[src/rtl/dmem_responder.sv]
// Data-memory responder: one load/store at a time, LATENCY wait cycles, then a one-cycle response pulse.
// Accept to resp_valid is LATENCY+1 cycles; req_ready is low while busy and there is no response backpressure.
// Little-endian RV32I byte/half/word accesses selected by funct3; misaligned or illegal funct3 reports resp_err.
module dmem_responder #(
    parameter int ADDR_W  = 8,
    parameter int LATENCY = 2
) (
    input  logic              clk,
    input  logic              rst,
    input  logic              req_valid,
    output logic              req_ready,
    input  logic              req_write,
    input  logic [ADDR_W-1:0] req_addr,
    input  logic [2:0]        req_func3,
    input  logic [31:0]       req_wdata,
    output logic              resp_valid,
    output logic [31:0]       resp_rdata,
    output logic              resp_err,
    output logic              busy
);

    localparam int WORDS = 2 ** (ADDR_W - 2);

    typedef enum logic [1:0] {S_IDLE, S_WAIT, S_RESP} state_t;

    state_t            state_q;
    logic [3:0]        cnt_q;
    logic              write_q;
    logic [ADDR_W-1:0] addr_q;
    logic [2:0]        func3_q;
    logic [31:0]       wdata_q;
    logic              ready_q;
    logic              resp_valid_q;
    logic              resp_err_q;
    logic [31:0]       resp_rdata_q;
    logic              busy_q;
    logic [31:0]       mem_q [WORDS];

    logic [31:0] rd_word;
    logic [7:0]  byte_sel;
    logic [15:0] half_sel;
    logic [3:0]  be;
    logic [31:0] wrep;
    logic [31:0] wword_d;
    logic [31:0] rdata_d;
    logic        err_d;
    logic        do_access;

    assign rd_word   = mem_q[addr_q[ADDR_W-1:2]];
    assign byte_sel  = rd_word[{addr_q[1:0], 3'b000} +: 8];
    assign half_sel  = addr_q[1] ? rd_word[31:16] : rd_word[15:0];
    assign do_access = (state_q == S_WAIT) && (cnt_q == 4'd0);

    always_comb begin
        err_d   = 1'b0;
        be      = 4'b0000;
        rdata_d = 32'd0;
        wrep    = req_wdata_rep(func3_q[1:0], wdata_q);
        case (func3_q[1:0])
            2'b00: begin
                be      = 4'b0001 << addr_q[1:0];
                rdata_d = {{24{~func3_q[2] & byte_sel[7]}}, byte_sel};
            end
            2'b01: begin
                err_d   = addr_q[0];
                be      = addr_q[1] ? 4'b1100 : 4'b0011;
                rdata_d = {{16{~func3_q[2] & half_sel[15]}}, half_sel};
            end
            2'b10: begin
                err_d   = (addr_q[1:0] != 2'b00);
                be      = 4'b1111;
                rdata_d = rd_word;
            end
            default: err_d = 1'b1;
        endcase
        // Unsigned variants exist only for byte/half loads; stores never take func3[2].
        if (func3_q[2] && (write_q || func3_q[1])) begin
            err_d = 1'b1;
        end
        if (err_d || write_q) begin
            rdata_d = 32'd0;
        end
        if (err_d || !write_q) begin
            be = 4'b0000;
        end
        for (int i = 0; i < 4; i++) begin
            wword_d[8*i +: 8] = be[i] ? wrep[8*i +: 8] : rd_word[8*i +: 8];
        end
    end

    function automatic logic [31:0] req_wdata_rep(input logic [1:0] sz, input logic [31:0] d);
        case (sz)
            2'b00:   req_wdata_rep = {4{d[7:0]}};
            2'b01:   req_wdata_rep = {2{d[15:0]}};
            default: req_wdata_rep = d;
        endcase
    endfunction

    // Array is deliberately not reset; a write only commits on the final WAIT edge.
    always_ff @(posedge clk) begin
        if (!rst && do_access && (be != 4'b0000)) begin
            mem_q[addr_q[ADDR_W-1:2]] <= wword_d;
        end
    end

    always_ff @(posedge clk) begin
        if (rst) begin
            state_q      <= S_IDLE;
            cnt_q        <= 4'd0;
            write_q      <= 1'b0;
            addr_q       <= '0;
            func3_q      <= 3'd0;
            wdata_q      <= 32'd0;
            ready_q      <= 1'b1;
            resp_valid_q <= 1'b0;
            resp_err_q   <= 1'b0;
            resp_rdata_q <= 32'd0;
            busy_q       <= 1'b0;
        end else begin
            case (state_q)
                S_IDLE: begin
                    if (req_valid) begin
                        write_q <= req_write;
                        addr_q  <= req_addr;
                        func3_q <= req_func3;
                        wdata_q <= req_wdata;
                        cnt_q   <= 4'(LATENCY - 1);
                        state_q <= S_WAIT;
                        ready_q <= 1'b0;
                        busy_q  <= 1'b1;
                    end
                end
                S_WAIT: begin
                    if (cnt_q == 4'd0) begin
                        state_q      <= S_RESP;
                        resp_valid_q <= 1'b1;
                        resp_rdata_q <= rdata_d;
                        resp_err_q   <= err_d;
                    end else begin
                        cnt_q <= cnt_q - 4'd1;
                    end
                end
                S_RESP: begin
                    state_q      <= S_IDLE;
                    resp_valid_q <= 1'b0;
                    ready_q      <= 1'b1;
                    busy_q       <= 1'b0;
                end
                default: state_q <= S_IDLE;
            endcase
        end
    end

    assign req_ready  = ready_q;
    assign resp_valid = resp_valid_q;
    assign resp_rdata = resp_rdata_q;
    assign resp_err   = resp_err_q;
    assign busy       = busy_q;

endmodule
[config.mk]
export PLATFORM = sky130hd
export DESIGN_NAME = dmem_responder
export DESIGN_NICKNAME = d
export VERILOG_FILES = /design/src/rtl/dmem_responder.sv
export SDC_FILE = /design/constraint.sdc
export NUM_CORES = 2
export LEC_CHECK = 0
export BUFFER_PORTS_ARGS = -buffer_cell sky130_fd_sc_hd__buf_2
export CAP_MARGIN = 10
export CORE_UTILIZATION = 27
export CTS_CLUSTER_SIZE = 12
export DETAILED_ROUTE_END_ITERATION = 7
export GPL_ROUTABILITY_DRIVEN = 0
export PLACE_DENSITY_LB_ADDON = 0.15
export SLEW_MARGIN = 20
export SYNTH_ARGS = -nofsm -noshare
export SYNTH_HDL_FRONTEND = slang
export SYNTH_SLANG_ARGS = --single-unit
export TNS_END_PERCENT = 1
[constraint.sdc]
create_clock -name clk -period 9.6 [get_ports clk]
set_input_delay 0.96 -clock clk [delete_from_list [all_inputs] [get_ports clk]]
set_output_delay 0.96 -clock clk [all_outputs]
set_load 0.02 [all_outputs]
* Word-level counts from Yosys, hierarchy flattened
Memory sizes are Yosys's and may differ from the RTL's. A register that Yosys moved wholly into a read port is not among the register bits. Index checks and enable logic that the tools add are counted. W data, S select, Z words.
Storage, ports and cells: input bits 47, memories 1, RAM bits 2048, output and inout port bits 36, bits in registers 86, word-level logic and storage cells 77
Cells by class: bitwise logic cells 3, shift operators 2, reduce and logical (&&, ||, !) cells 23, multiplexer cells 29, add/sub/neg operators 1, equal/unequal tests 7
Memories:
- mem_q | words 64, bits a word 32, rd ports 1, clocked after memory_dff 1, write ports 1, line 37 | logic [31:0] mem_q [WORDS];
Operator list (count):
- $pmux W32 S3 | 1
- $pmux W32 S2 | 1
- $mux W32 | 1
- $mux W8 | 4
- $shiftx A32 B6 Y8 | 1
- $mux W16 | 1
- $mux W4 | 4
- $mux W6 | 2
- $pmux W4 S3 | 1
- $reduce_and A2 Y1 | 5
- $pmux W4 S2 | 1
- $reduce_bool A2 Y1 | 4
- $mux W1 | 6
- $pmux W1 S2 | 3
- $eq A2 B1 Y1 const B | 2
- $eq A2 B2 Y1 const B | 2
- $logic_and A1 B1 Y1 | 4
- $logic_not A2 Y1 | 2
- $logic_not A4 Y1 | 1
- $mux W2 | 2
- $ne A2 B2 Y1 const B | 2
- $pmux W2 S2 | 1
- $reduce_bool A4 Y1 | 1
- $shl A1 B2 Y4 const A | 1
- 8 further kinds | 12

* Depth between registers and ports, before layout
word-level depth 9, gate-level depth with buffers 14

* Worst setup path after synthesis
Ideal clock, no wire load.
kind flip-flop to flip-flop, from reg with a tool-made name, to mem mem_q[0][3], data pin, period minus slack after synthesis 5.390 ns, data arrival time 4.688 ns, stages on the path, launching flop included 12, path slack 4.210 ns, cell sequence dfxtp_1 buf_6 buf_12 buf_6 buf_6 buf_1 mux4_2 mux4_2 nand2_1 nand3_1 o21ai_0 o21ai_0
RTL lines (line):
- end, declared | 37

==> impl_metrics.env <==
export IMPL_area_growth_pct=16.5
export IMPL_critical_path_class="reg2reg"
export IMPL_powerDensity_nw_per_um2=222
export IMPL_dp_hpwl_um=159000
export IMPL_crit_fanout=67
export IMPL_unrepaired_setup_endpoints_after_global_routing="no"
export IMPL_ys_seq_area_share_pct=76.5
export IMPL_synth_largest_type_area_fraction_pct=74.3
export IMPL_fin_skew_ps=86.8
export IMPL_status="finished clean"
export IMPL_fp_dieArea_um2=309000
export IMPL_end_kind="flip-flop"
export IMPL_timing_reg2reg_worst_path_depth=9
export IMPL_grt_antenna_before_repair=23
export IMPL_cts_clk_slew_worst_paths_ps=60
export IMPL_fill_cells=29077
export IMPL_yosysWarningCount=0
export IMPL_report_final_setup_viol=0
export IMPL_cts_inserted_buffers=236
export IMPL_r2r_setup_slack_ps=4270
export IMPL_synth_enable_flop_cells=2048
export IMPL_path_delay_family="buffers and inverters"
export IMPL_core_rows=202
export IMPL_timing_critical_path_slowest_cell_delay_ps=900
export IMPL_hold_depth=3
export IMPL_post_synth_num_cell_types=59
export IMPL_hold_path_endpoint="write_q"
export IMPL_cts_root_to_sink_buffers=4
export IMPL_first_pass_grt_wire_length_um=374000
export IMPL_grt_max_degree=90
export IMPL_die_height_um=556
export IMPL_number_of_max_capacitance_violations_reported=0
export IMPL_finalWirelength_um=276000
export IMPL_via_per_instance_ratio=4.93
export IMPL_hold_path_class="in2reg"
export IMPL_upper_clock_frequency_limit_mhz=188
export IMPL_setup_total_negative_slack_ps=0
export IMPL_gr_total_overflow=0
export IMPL_p_leak_nw=28.6
export IMPL_worst_margin_slew_ps=1130
export IMPL_io_buf_count=82
export IMPL_via_count=41091
export IMPL_worstPathCellList="buf_12 > buf_4 > mux4_2 > mux4_2 > nand2_1 > nand2_1 > o21ai_0 > o21ai_4 > buf_4"
export IMPL_clock_tree_root_cell="clkbuf_16"
export IMPL_postSynthAreaPerCell_um2=21.8
export IMPL_min_period_ps=5330
export IMPL_ys_dominant_reg_cell="edfxtp_1"
export IMPL_wire_per_inst_um=33.1
export IMPL_cts_hold_buf=0
export IMPL_async_reset_ff_share_pct=0
export IMPL_critical_path_startpoint_type="flip-flop"
export IMPL_area_taken_by_multi_input_logic_gates_um2=19000
export IMPL_maxSlewHeadroom_pct=22.9
export IMPL_chipWidth_um=556
export IMPL_synth_ff_latch_count=2140
export IMPL_post_cts_resize_count=0
export IMPL_hold_viol=0
export IMPL_synth_instances=3793
export IMPL_tritoncts="done"
export IMPL_critPathBufInv=3
export IMPL_cts_num_sinks=2140
export IMPL_dr_pass1_iterations=6
export IMPL_first_iter_violations=4737
export IMPL_total_number_of_h_tree_levels=4
export IMPL_cpMaxStageDelayCell="dfxtp_4"
export IMPL_yosys_top_cells_area="edfxtp_1, mux4_2, dfxtp_1"
export IMPL_grt_pass1_vias=41732
export IMPL_post_route_period_util_pct=55.5
export IMPL_crit_required_ps=10130
export IMPL_post_route_cell_area_um2=96500
export IMPL_grt_util_all_layers_pct=17.7
export IMPL_timing_max_transition_violations_final=0
export IMPL_sequential_cell_area_um2=63400
export IMPL_syn_nets=3842
export IMPL_postCtsSetupBuffers=0
export IMPL_r2r_endpoint="mem_q[5][1]"
export IMPL_placed_area_um2=89300
export IMPL_route_antenna_remaining_nets=0
export IMPL_hp_start="req_write"
export IMPL_initial_utilization_pct=27.2
export IMPL_mappedNetlistArea_um2=82800
export IMPL_fp_coreArea_um2=304000
export IMPL_power_ir_vdd_worst_mv=0.147
export IMPL_post_synth_top_area_cell="edfxtp_1"
export IMPL_clk_insertion_delay_late_ps=920
export IMPL_proportion_of_layout_cells_with_a_drive_suffix_above_1_pct=29.4
export IMPL_i_o_pin_total=83
export IMPL_arrival_ps=5860
export IMPL_nets=4100
export IMPL_drc_viols=0
## final cells by class
| cell class | instances | area share (%) |
|---|---|---|
| Antenna cell | 13 | 0.0337 |
| Tap cell | 4080 | 5.29 |
| Clock inverter | 103 | 0.842 |
| Multi-Input combinational cell | 1426 | 19.7 |
| Timing Repair Buffer | 237 | 1.82 |
| Clock buffer | 322 | 6.58 |
| Sequential cell | 2140 | 65.7 |
| Inverter | 10 | 0.0415 |
## cell usage in the layout (no fill, tap or decap), types with 21 or more instances in the layout
cell type | synthesis | layout
nor2_4 | 0 | 66
buf_4 | 36 | 144
clkinv_2 | 0 | 27
a22oi_1 | 63 | 63
clkbuf_16 | 0 | 238
nor2_1 | 149 | 83
nand2_1 | 169 | 168
a211oi_1 | 21 | 21
clkinv_1 | 0 | 55
dfxtp_1 | 92 | 86
o21ai_0 | 49 | 36
clkbuf_1 | 82 | 76
a21oi_1 | 98 | 95
mux4_2 | 586 | 586
buf_2 | 67 | 81
mux2i_1 | 112 | 110
edfxtp_1 | 2048 | 2048
## cells in the mapped netlist, drive strengths merged (4+ instances only)
master and instances:
nor2b 13, a221oi 6, dfxtp 92, mux2i 112, nand3 15, mux2 22
a2111oi 4, nor3b 4, nand2 169, o22ai 12, a22oi 63, buf 135
a211oi 21, inv 10, mux4 586, nand3b 7, edfxtp 2048, nor2 149
o31ai 9, a21oi 98, clkbuf 82, nand2b 12, o21ai 57, nor3 11
o211ai 15, nor4 4
## registers in the layout, summed over array words and instances, names as in the netlist, 2 cells and up, named ones only
register    flops
state_q         2
mem_q        2048
wdata_q        32
cnt_q           4
resp_rdata     32
func3_q         3
addr_q          8
## tightest hold or removal path, stage by stage
cell and delay, ps:
buf_2 90, nand2_1 40, a21oi_1 50
## worst max path at each step
stage	cells after the start	from	slack, ps	to
detailed placement	9	flip-flop	4190	mem_q[5][1]
global route	9	flip-flop	3850	mem_q[5][1]
finish	9	flip-flop	4270	mem_q[5][1]
floorplan	11	flip-flop	4210	mem_q[0][3]
global placement	9	flip-flop	4200	mem_q[6][0]
CTS	9	flip-flop	4130	mem_q[5][1]
## report_power, final
part | internal (mW) | switching, mW | leakage (nW) | total [mW]
logic | 0.552 | 1.46 | 5.96 | 2.01
clock network | 4.85 | 3.71 | 3.49 | 8.56
registers | 10.8 | 0.103 | 19.2 | 10.9
## cell families after synthesis
logic type,after synthesis,synth area share [%]
and+or+nand+nor,400,2.06
xor gates and xnor gates,3,0.0317
AOI/OAI and AO/OA,301,2.31
buffers and inverters,227,1.45
DFF,2140,76.5
adders and majority gates,2,0.0302
muxes,720,17.6
## metal layers
| layer | share of wire [%] | GRT usage (%) |
|---|---|---|
| met5 | 0 | 0 |
| met4 | 3.6 | 5.82 |
| met1 | 44 | 24.7 |
| met3 | 5.5 | 2.53 |
| met2 | 47 | 28.5 |
## through the flow
stage	instances	setup WS, ps	util [%]	hold WS (ps)	power (mW)
after floorplan	3793	4210	-	433	12.1
after global placement	7889	4200	29.3	436	13.1
after detailed placement	7893	4190	29.4	442	13.1
after CTS	8318	4130	31.7	208	21.7
after global routing	8321	3850	31.7	258	22.1
final	8331	4270	31.8	281	21.4
Note: power is estimated with default switching activity, not from simulation.
